`config.mk`:
```
export PLATFORM = sky130hd
export DESIGN_NAME = dp_sched_ctrl
export DESIGN_NICKNAME = d
export VERILOG_FILES = /design/src/rtl/dp_sched_ctrl_pkg.sv /design/src/rtl/dp_sched_ctrl.sv
export SDC_FILE = /design/constraint.sdc
export NUM_CORES = 1
export LEC_CHECK = 0
export ABC_AREA = 0
export ABC_CLOCK_PERIOD_IN_PS = 5200
export CELL_PAD_IN_SITES_DETAIL_PLACEMENT = 1
export CELL_PAD_IN_SITES_GLOBAL_PLACEMENT = 2
export CORE_MARGIN = 10
export CORE_UTILIZATION = 25
export CTS_CLUSTER_SIZE = 40
export DETAILED_ROUTE_END_ITERATION = 16
export PLACE_DENSITY = 0.8
export SYNTH_ARGS = -nofsm -noshare
export SYNTH_HDL_FRONTEND = slang
export SYNTH_SLANG_ARGS = --single-unit
```
`constraint.sdc`:
```
create_clock -name clk -period 5.2 [get_ports clk]
set_clock_uncertainty 0.1 [all_clocks]
set_input_delay 0.78 -clock clk [delete_from_list [all_inputs] [get_ports clk]]
set_output_delay 0.78 -clock clk [all_outputs]
set_load 0.05 [all_outputs]
```
`src/rtl/dp_sched_ctrl_pkg.sv`:
```
// Shared types and constants for the 6-step scheduled datapath controller:
// state encoding, operand-select codes, op codes and the control-word decode.
package dp_sched_ctrl_pkg;

  localparam int CODE_W = 4;

  typedef enum logic [2:0] {
    ST_IDLE = 3'd0,
    ST_S1   = 3'd1,
    ST_S2   = 3'd2,
    ST_S3   = 3'd3,
    ST_S4   = 3'd4,
    ST_S5   = 3'd5,
    ST_S6   = 3'd6,
    ST_S7   = 3'd7
  } state_e;

  localparam logic [CODE_W-1:0] SRC_I1    = 4'd0;
  localparam logic [CODE_W-1:0] SRC_I2    = 4'd1;
  localparam logic [CODE_W-1:0] SRC_I3    = 4'd2;
  localparam logic [CODE_W-1:0] SRC_I4    = 4'd3;
  localparam logic [CODE_W-1:0] SRC_I5    = 4'd4;
  localparam logic [CODE_W-1:0] SRC_I6    = 4'd5;
  localparam logic [CODE_W-1:0] SRC_MUL2  = 4'd6;
  localparam logic [CODE_W-1:0] SRC_MUL5  = 4'd7;
  localparam logic [CODE_W-1:0] SRC_ALU6  = 4'd8;
  localparam logic [CODE_W-1:0] SRC_MUL7  = 4'd9;
  localparam logic [CODE_W-1:0] SRC_MUL10 = 4'd10;
  localparam logic [CODE_W-1:0] SRC_LOG11 = 4'd11;
  localparam logic [CODE_W-1:0] SRC_ALU12 = 4'd12;

  localparam logic       ALU_ADD  = 1'b0;
  localparam logic       ALU_SUB  = 1'b1;
  localparam logic       MUL_MULT = 1'b0;
  localparam logic       MUL_DIV  = 1'b1;
  localparam logic [1:0] LOG_AND  = 2'b00;
  localparam logic [1:0] LOG_OR   = 2'b01;
  localparam logic [1:0] LOG_XOR  = 2'b10;

  typedef struct packed {
    logic [CODE_W-1:0] alu1_sel1;
    logic [CODE_W-1:0] alu1_sel2;
    logic [CODE_W-1:0] mul1_sel1;
    logic [CODE_W-1:0] mul1_sel2;
    logic [CODE_W-1:0] log1_sel1;
    logic [CODE_W-1:0] log1_sel2;
    logic              alu1_op;
    logic              mul1_op;
    logic [1:0]        log1_op;
    logic              reg_mul2_en;
    logic              reg_mul5_en;
    logic              reg_alu6_en;
    logic              reg_mul7_en;
    logic              reg_mul10_en;
    logic              reg_log11_en;
    logic              reg_alu12_en;
    logic              result_en;
    logic              done_next;
    logic              ready;
    logic              busy;
    logic [2:0]        step;
  } ctrl_t;

  // Moore decode: every field defaults to zero and each state overrides only its own controls.
  function automatic ctrl_t decode_state(input state_e st);
    ctrl_t c;
    c = '0;
    case (st)
      ST_IDLE: begin
        c.ready = 1'b1;
      end
      ST_S1: begin
        c.mul1_sel1 = SRC_I1;  c.mul1_sel2 = SRC_I2;  c.mul1_op = MUL_MULT;
        c.reg_mul2_en = 1'b1;
      end
      ST_S2: begin
        c.mul1_sel1 = SRC_I3;  c.mul1_sel2 = SRC_I4;  c.mul1_op = MUL_MULT;
        c.reg_mul5_en = 1'b1;
      end
      ST_S3: begin
        c.alu1_sel1 = SRC_MUL2; c.alu1_sel2 = SRC_MUL5; c.alu1_op = ALU_ADD;
        c.reg_alu6_en = 1'b1;
        c.mul1_sel1 = SRC_I5;  c.mul1_sel2 = SRC_I6;  c.mul1_op = MUL_MULT;
        c.reg_mul7_en = 1'b1;
      end
      ST_S4: begin
        c.mul1_sel1 = SRC_ALU6; c.mul1_sel2 = SRC_MUL7; c.mul1_op = MUL_MULT;
        c.reg_mul10_en = 1'b1;
      end
      ST_S5: begin
        c.log1_sel1 = SRC_MUL10; c.log1_sel2 = SRC_I1; c.log1_op = LOG_XOR;
        c.reg_log11_en = 1'b1;
      end
      ST_S6: begin
        c.alu1_sel1 = SRC_LOG11; c.alu1_sel2 = SRC_I2; c.alu1_op = ALU_SUB;
        c.reg_alu12_en = 1'b1;
      end
      ST_S7: begin
        c.result_en = 1'b1;
        c.done_next = 1'b1;
        c.ready     = 1'b1;
      end
      default: begin
        c.ready = 1'b1;
      end
    endcase
    if (st != ST_IDLE) begin
      c.busy = 1'b1;
      c.step = st;
    end else begin
      c.busy = 1'b0;
      c.step = 3'd0;
    end
    return c;
  endfunction

endpackage

```
`src/rtl/dp_sched_ctrl.sv`:
```
// Moore controller sequencing ((i1*i2 + i3*i4)*(i5*i6) ^ i1) - i2 over one ALU,
// one MUL/DIV and one LOGIC unit; the control word is registered alongside the state.
module dp_sched_ctrl
  import dp_sched_ctrl_pkg::*;
#(
  parameter int SEL_W = 4
) (
  input  logic             clk,
  input  logic             rst,
  input  logic             start,
  output logic             ready,
  output logic             busy,
  output logic [2:0]       step,
  output logic [SEL_W-1:0] alu1_sel1,
  output logic [SEL_W-1:0] alu1_sel2,
  output logic [SEL_W-1:0] mul1_sel1,
  output logic [SEL_W-1:0] mul1_sel2,
  output logic [SEL_W-1:0] log1_sel1,
  output logic [SEL_W-1:0] log1_sel2,
  output logic             alu1_op,
  output logic             mul1_op,
  output logic [1:0]       log1_op,
  output logic             reg_mul2_en,
  output logic             reg_mul5_en,
  output logic             reg_alu6_en,
  output logic             reg_mul7_en,
  output logic             reg_mul10_en,
  output logic             reg_log11_en,
  output logic             reg_alu12_en,
  output logic             result_en,
  output logic             done_next
);

  state_e state_r;
  state_e state_next_s;
  ctrl_t  ctrl_r;

  // Next-state rule: S7 re-enters S1 on start so back-to-back runs have no bubble.
  always_comb begin
    state_next_s = ST_IDLE;
    case (state_r)
      ST_IDLE: begin
        if (start) state_next_s = ST_S1;
        else       state_next_s = ST_IDLE;
      end
      ST_S1:   state_next_s = ST_S2;
      ST_S2:   state_next_s = ST_S3;
      ST_S3:   state_next_s = ST_S4;
      ST_S4:   state_next_s = ST_S5;
      ST_S5:   state_next_s = ST_S6;
      ST_S6:   state_next_s = ST_S7;
      ST_S7: begin
        if (start) state_next_s = ST_S1;
        else       state_next_s = ST_IDLE;
      end
      default: state_next_s = ST_IDLE;
    endcase
  end

  // State plus its decoded control word, so outputs always match the current state.
  always_ff @(posedge clk or negedge rst) begin
    if (!rst) begin
      state_r <= ST_IDLE;
      ctrl_r  <= decode_state(ST_IDLE);
    end else begin
      state_r <= state_next_s;
      ctrl_r  <= decode_state(state_next_s);
    end
  end

  assign ready        = ctrl_r.ready;
  assign busy         = ctrl_r.busy;
  assign step         = ctrl_r.step;
  assign alu1_sel1    = SEL_W'(ctrl_r.alu1_sel1);
  assign alu1_sel2    = SEL_W'(ctrl_r.alu1_sel2);
  assign mul1_sel1    = SEL_W'(ctrl_r.mul1_sel1);
  assign mul1_sel2    = SEL_W'(ctrl_r.mul1_sel2);
  assign log1_sel1    = SEL_W'(ctrl_r.log1_sel1);
  assign log1_sel2    = SEL_W'(ctrl_r.log1_sel2);
  assign alu1_op      = ctrl_r.alu1_op;
  assign mul1_op      = ctrl_r.mul1_op;
  assign log1_op      = ctrl_r.log1_op;
  assign reg_mul2_en  = ctrl_r.reg_mul2_en;
  assign reg_mul5_en  = ctrl_r.reg_mul5_en;
  assign reg_alu6_en  = ctrl_r.reg_alu6_en;
  assign reg_mul7_en  = ctrl_r.reg_mul7_en;
  assign reg_mul10_en = ctrl_r.reg_mul10_en;
  assign reg_log11_en = ctrl_r.reg_log11_en;
  assign reg_alu12_en = ctrl_r.reg_alu12_en;
  assign result_en    = ctrl_r.result_en;
  assign done_next    = ctrl_r.done_next;

endmodule

```
==> results of run 1 <==
flip-flops by register name (all words and copies together), names as in the netlist:
name / count
reg_mul2_en: 1
busy: 1
reg_mul5_en: 1
alu1_sel1: 1
ready: 1
result_en: 1
state_r: 2
log1_sel1: 1
reg_mul10_en: 1
step: 3
reg_alu6_en: 1
reg_alu12_en: 1
mul1_sel2: 4
synthesized netlist by cell type:
master,n,area (um^2)
o31ai_1,1,7.510
or4b_4,1,13.76
or3_1,1,6.260
a21o_1,1,7.510
buf_4,26,195.2
dfstp_2,1,26.28
ha_1,6,75.07
nor2_1,4,15.01
nand3_1,2,10.01
nand2_4,1,11.26
a2bb2o_1,1,10.01
or2_2,2,12.51
inv_1,4,15.01
inv_4,1,6.260
o21a_1,1,7.510
conb_1,1,3.750
clkbuf_1,2,7.510
or2_1,1,6.260
a31o_2,1,8.760
and2_1,4,25.02
o221ai_1,1,8.760
o21ai_0,1,5.000
dfrtp_1,18,450.4
and3_1,1,6.260
worst max-delay path by stage:
stage	slack, ns	cells past startpoint	endpoint	start
6_report	2.76	1	ready	ready$_DFF_PN1_
3_3_place_gp	2.94	4	busy$_DFF_PN0_	start
4_1_cts	2.75	1	ready	ready$_DFF_PN1_
2_1_floorplan	3.27	6	busy$_DFF_PN0_	state_r[0]$_DFF_PN0_
3_5_place_dp	2.91	4	busy$_DFF_PN0_	start
5_1_grt	2.72	1	ready	ready$_DFF_PN1_
through the flow:
| step | instances | hold slack (ns) | instance area (um^2) | setup WS (ns) | util, % |
|---|---|---|---|---|---|
| 2_1_floorplan | 92 | 0.3844 | 974.7 | 3.270 | - |
| 3_3_place_gp | 146 | 0.5997 | 1172 | 2.938 | 32.02 |
| 3_5_place_dp | 146 | 0.5980 | 1172 | 2.913 | 32.02 |
| 4_1_cts | 150 | 0.6276 | 1219 | 2.745 | 33.29 |
| 5_1_grt | 150 | 0.6713 | 1219 | 2.717 | 33.29 |
| 6_report | 150 | 0.6155 | 1219 | 2.762 | 33.29 |
cell type report:
class / instances / area [um^2]
multi-input combinational: 40 / 274.0
tap: 48 / 60.06
clock buffer: 3 / 41.29
sequential: 19 / 476.7
fill: 416 / 2442
inverter: 5 / 21.27
timing repair buffer: 34 / 340.3
clock inverter: 1 / 5.005
placed cells by master (no fill, tap or decap), types with 2 or more instances in the layout:
cell type,count
clkdlybuf4s50_1,34
dfrtp_1,18
conb_1,10
ha_1,6
inv_1,4
and2_1,4
nor2_1,4
clkbuf_8,3
or2_2,2
nand3_1,2
kinds of logic after synthesis:
| group | synth area share [%] |
|---|---|
| AO/OA/AOI/OAI | 5.852 |
| adder cells (fa/ha/maj) | 7.979 |
| buffers and inverters | 23.80 |
| flip-flops | 50.67 |
| other | 0.3986 |
| AND/OR/NAND/NOR | 11.30 |
metal layers:
metal	vias to the layer above	wire length [um]	global-route usage [%]
met5	-	0	0
met4	0	23	2.076
met3	4	294	3.311
met2	32	892	10.27
met1	262	735	5.506
li1	263	-	-
==> flow_summary.yaml, run 1 <==
critical_path:
  max_stage_delay_ns: 0.79
  worstPathRequired_ns: 4.32
  crit_path_end_kind: "output port"
  r2r_start: "state_r[0]$_DFF_PN0_"
  path_cells: "clkdlybuf4s50_1"
  critPathKind: "register to output port"
  cp_top_family: "buffers and inverters"
  r2r-end: "busy$_DFF_PN0_"
  reg2reg_slack_ns: 3.13
  start_kind: "register"
  cpMaxStageDelayCell: "clkdlybuf4s50_1"
  worstPathMaxFanout: 1
  critPathBufInv: 1
  worstRegToRegCells: 6
  arrival_ns: 1.56
synth:
  ys_seq_elements: 19
  ys_seq_area_share_pct: 50.66
  yosysWarnings: 0
  yosysUniqueCellTypes: 24
  syn_area_um2: 940.9
  syn_area_per_cell_um2: 11.34
  syn_inst: 83
timing:
  final_max_slew_viol_count: 0
  finalHoldViolations: 0
  tightestPinTransition_ns: 0.7986
  period_needed_ns: 2.438
  rsz0062_at_grt: "no"
  setup_tns_ns: 0
  finalCritPeriodShare_pct: 46.88
  fmax_mhz: 410.2
  setup_viol: 0
  relSlewSlack_pct: 46.60
global_routing:
  grt_pass1_vias: 626
  grt.total_usage_pct: 5.808
  grt_max_degree: 20
  grt_pass1_wl_um: 3015
  grt_remaining_overflow: 0
  antenna_found_initial: 0
clock_tree:
  numCtsBuffers: 3
  cts-resized-gates: 0
  h-tree-depth: 1
  holdBufCountCts: 0
  clk_pin_slew_worst_paths_ns: 0.07
  clkLatencyLatePin_ns: 0.25
  post_cts_buffers: 0
  clockBufferDepth: 2
  cts_tree: "yes"
  clkSinkCount: 19
  cts_root_buf: "clkbuf_8"
die:
  dieHeight_um: 81.35
  core_area_um2: 3661
  rows: 22
  io_pins: 45
  dieArea_um2: 6618
  initial_utilization_pct: 25.70
  die_w_um: 81.35
route:
  vias_per_cell: 3.740
  drc: 0
  antenna_left: 0
  drt-total-wl_um: 1947
  drtPass1Iterations: 2
  wl_per_cell_um: 12.98
  drtIter0Drc: 21
  num_vias: 561
finish:
  area_delta_synth_final_pct: 29.52
  nets: 112
  drive_above_1_share_pct: 10.78
  diodes: 0
place:
  gp_congestion: 0.7918
  post-dp-hpwl_um: 1630
  io_buffers: 34
worst_hold_path:
  min_path_type: "register to register"
  hold_depth: 2
  whs_endpoint: "step[0]$_DFF_PN0_"
  min_from: "step[2]$_DFF_PN0_"
run_status:
  status: "finished clean"
job:
  cap_violations: 0
Power of run 1 is left out: the tool's default activity adds up to more than one toggle a clock period on the data nets, which glitch-free logic cannot reach.
==> run 2: changes to the inputs <==
--- a/config.mk
+++ b/config.mk
@@ -6,14 +6,14 @@
 export NUM_CORES = 1
 export LEC_CHECK = 0
 export ABC_AREA = 0
-export ABC_CLOCK_PERIOD_IN_PS = 5200
+export ABC_CLOCK_PERIOD_IN_PS = 2400
 export CELL_PAD_IN_SITES_DETAIL_PLACEMENT = 1
 export CELL_PAD_IN_SITES_GLOBAL_PLACEMENT = 2
 export CORE_MARGIN = 10
-export CORE_UTILIZATION = 25
+export CORE_UTILIZATION = 23
 export CTS_CLUSTER_SIZE = 40
 export DETAILED_ROUTE_END_ITERATION = 16
-export PLACE_DENSITY = 0.8
+export PLACE_DENSITY = 0.75
 export SYNTH_ARGS = -nofsm -noshare
 export SYNTH_HDL_FRONTEND = slang
 export SYNTH_SLANG_ARGS = --single-unit
==> constraint.sdc (replaced) <==
create_clock -name clk -period 2.4 [get_ports clk]
set_clock_uncertainty 0.1 [all_clocks]
set_input_delay 0.36 -clock clk [delete_from_list [all_inputs] [get_ports clk]]
set_output_delay 0.36 -clock clk [all_outputs]
set_load 0.05 [all_outputs]
==> run 2 against run 1 <==
Net effect:
- via count is 3.7% higher
- routed wire length rose by 8.0%
- non-clock buffer count grew 1
- critical path type is now register to register
- largest cell class unchanged
- highest routed layer unchanged
==> flow_summary.yaml, run 2 (synthesis gave the netlist of run 1 again) <==
route:
  num_vias: 582
  drtIter0Drc: 11
  antenna_left: 0
  wl_per_cell_um: 13.75
  drt-total-wl_um: 2103
  vias_per_cell: 3.804
  drc: 0
  drtPass1Iterations: 3
finish:
  drive_above_1_share_pct: 11.65
  mostFrequentLayoutCell: "clkdlybuf4s50_1"
  most-common-layout-cells: "34 x clkdlybuf4s50_1, 18 x dfrtp_1, 10 x conb_1"
  nets: 113
  final_cells: 153
  area_delta_synth_final_pct: 30.59
  largest_reg_flops: 4
  diodes: 0
clock_tree:
  clk_pin_slew_worst_paths_ns: 0.07
  numCtsBuffers: 3
  clockBufferDepth: 2
  clkSinkCount: 19
  post_cts_buffers: 0
  holdBufCountCts: 0
  cts_tree: "yes"
  clkLatencyLatePin_ns: 0.25
  h-tree-depth: 1
  cts-resized-gates: 0
  cts_root_buf: "clkbuf_8"
die:
  core_area_um2: 3971
  rows: 23
  dieArea_um2: 7049
  dieHeight_um: 83.96
  die_w_um: 83.96
  initial_utilization_pct: 23.69
  io_pins: 45
place:
  post-dp-hpwl_um: 1801
  place_ws_ns: 0.3364
  gp_congestion: 0.7628
  io_buffers: 34
  dpl.cell_count: 149
timing:
  tightestPinTransition_ns: 0.5120
  relSlewSlack_pct: 65.76
  period_needed_ns: 2.080
  finalCritPeriodShare_pct: 86.65
  fmax_mhz: 480.9
  setup_viol: 0
  setup_tns_ns: 0
  final_max_slew_viol_count: 0
  layout_setup_ws_ns: 0.3204
  rsz0062_at_grt: "no"
  timing.hold.ws_ns: 0.3380
  finalHoldViolations: 0
run_status:
  status: "finished clean"
critical_path:
  arrival_ns: 2.11
  worstPathRequired_ns: 2.43
  worstPathMaxFanout: 7
  crit_path_end_kind: "register"
  critPathKind: "register to register"
  start_kind: "register"
job:
  cap_violations: 0
global_routing:
  grt_remaining_overflow: 0
  grt.total_usage_pct: 6.076
  grt_max_degree: 20
  grt_pass1_wl_um: 3484
  grt_pass1_vias: 646
  antenna_found_initial: 0
worst_hold_path:
  min_path_type: "input pin to async pin"
## run 2: cell count changes in the layout (fill, tap and decap cells not counted), sizes merged
cell	previous run	this run
buf	0	1
## run 2: layer usage
metal	global-route usage (%)	part of all wire, %	vias to the layer above
met4	2.740	1.5	0
met5	0	0	-
li1	-	-	265
met1	6.208	42	276
met2	9.617	44	36
met3	3.809	12	5
## run 2: stage by stage
| step | utilization, % | cell area (um^2) |
|---|---|---|
| final | 30.94 | 1229 |
| after global routing | 30.94 | 1229 |
| after CTS | 30.94 | 1229 |
| after detailed placement | 29.77 | 1182 |
| after global placement | 29.77 | 1182 |
| after floorplan | - | 974.7 |
## run 2: area by class of cell
cell class,instances,area [um^2]
fillers,453,2743
flip-flops and latches,19,476.7
repair buffers,35,347.8
multi-input cells,40,274.0
well taps,50,62.56
clock buffers,3,41.29
inverters,5,21.27
clock inverters,1,5.005
## run 2: final timing paths
path	cells past startpoint	end	slack, ns	start
hold reg to reg	2	step[0]$_DFF_PN0_	0.64	step[2]$_DFF_PN0_
min in group clk	2	step[0]$_DFF_PN0_	0.64	step[2]$_DFF_PN0_
setup / recovery	6	busy$_DFF_PN0_	0.32	state_r[0]$_DFF_PN0_
hold / removal	2	mul1_sel2[1]$_DFF_PN0_	0.34	rst
max in group asynchronous	2	ready$_DFF_PN1_	1.60	rst
setup reg to reg	6	busy$_DFF_PN0_	0.32	state_r[0]$_DFF_PN0_
## run 2: worst max-delay path, cell delays in order, from the launching register on
cell and delay [ns]:
dfrtp_1 0.41, inv_1 0.11, ha_1 0.22, or4b_4 0.59, nand2_4 0.13, inv_4 0.05, or3_1 0.34
Power of run 2 is left out for the same reason.
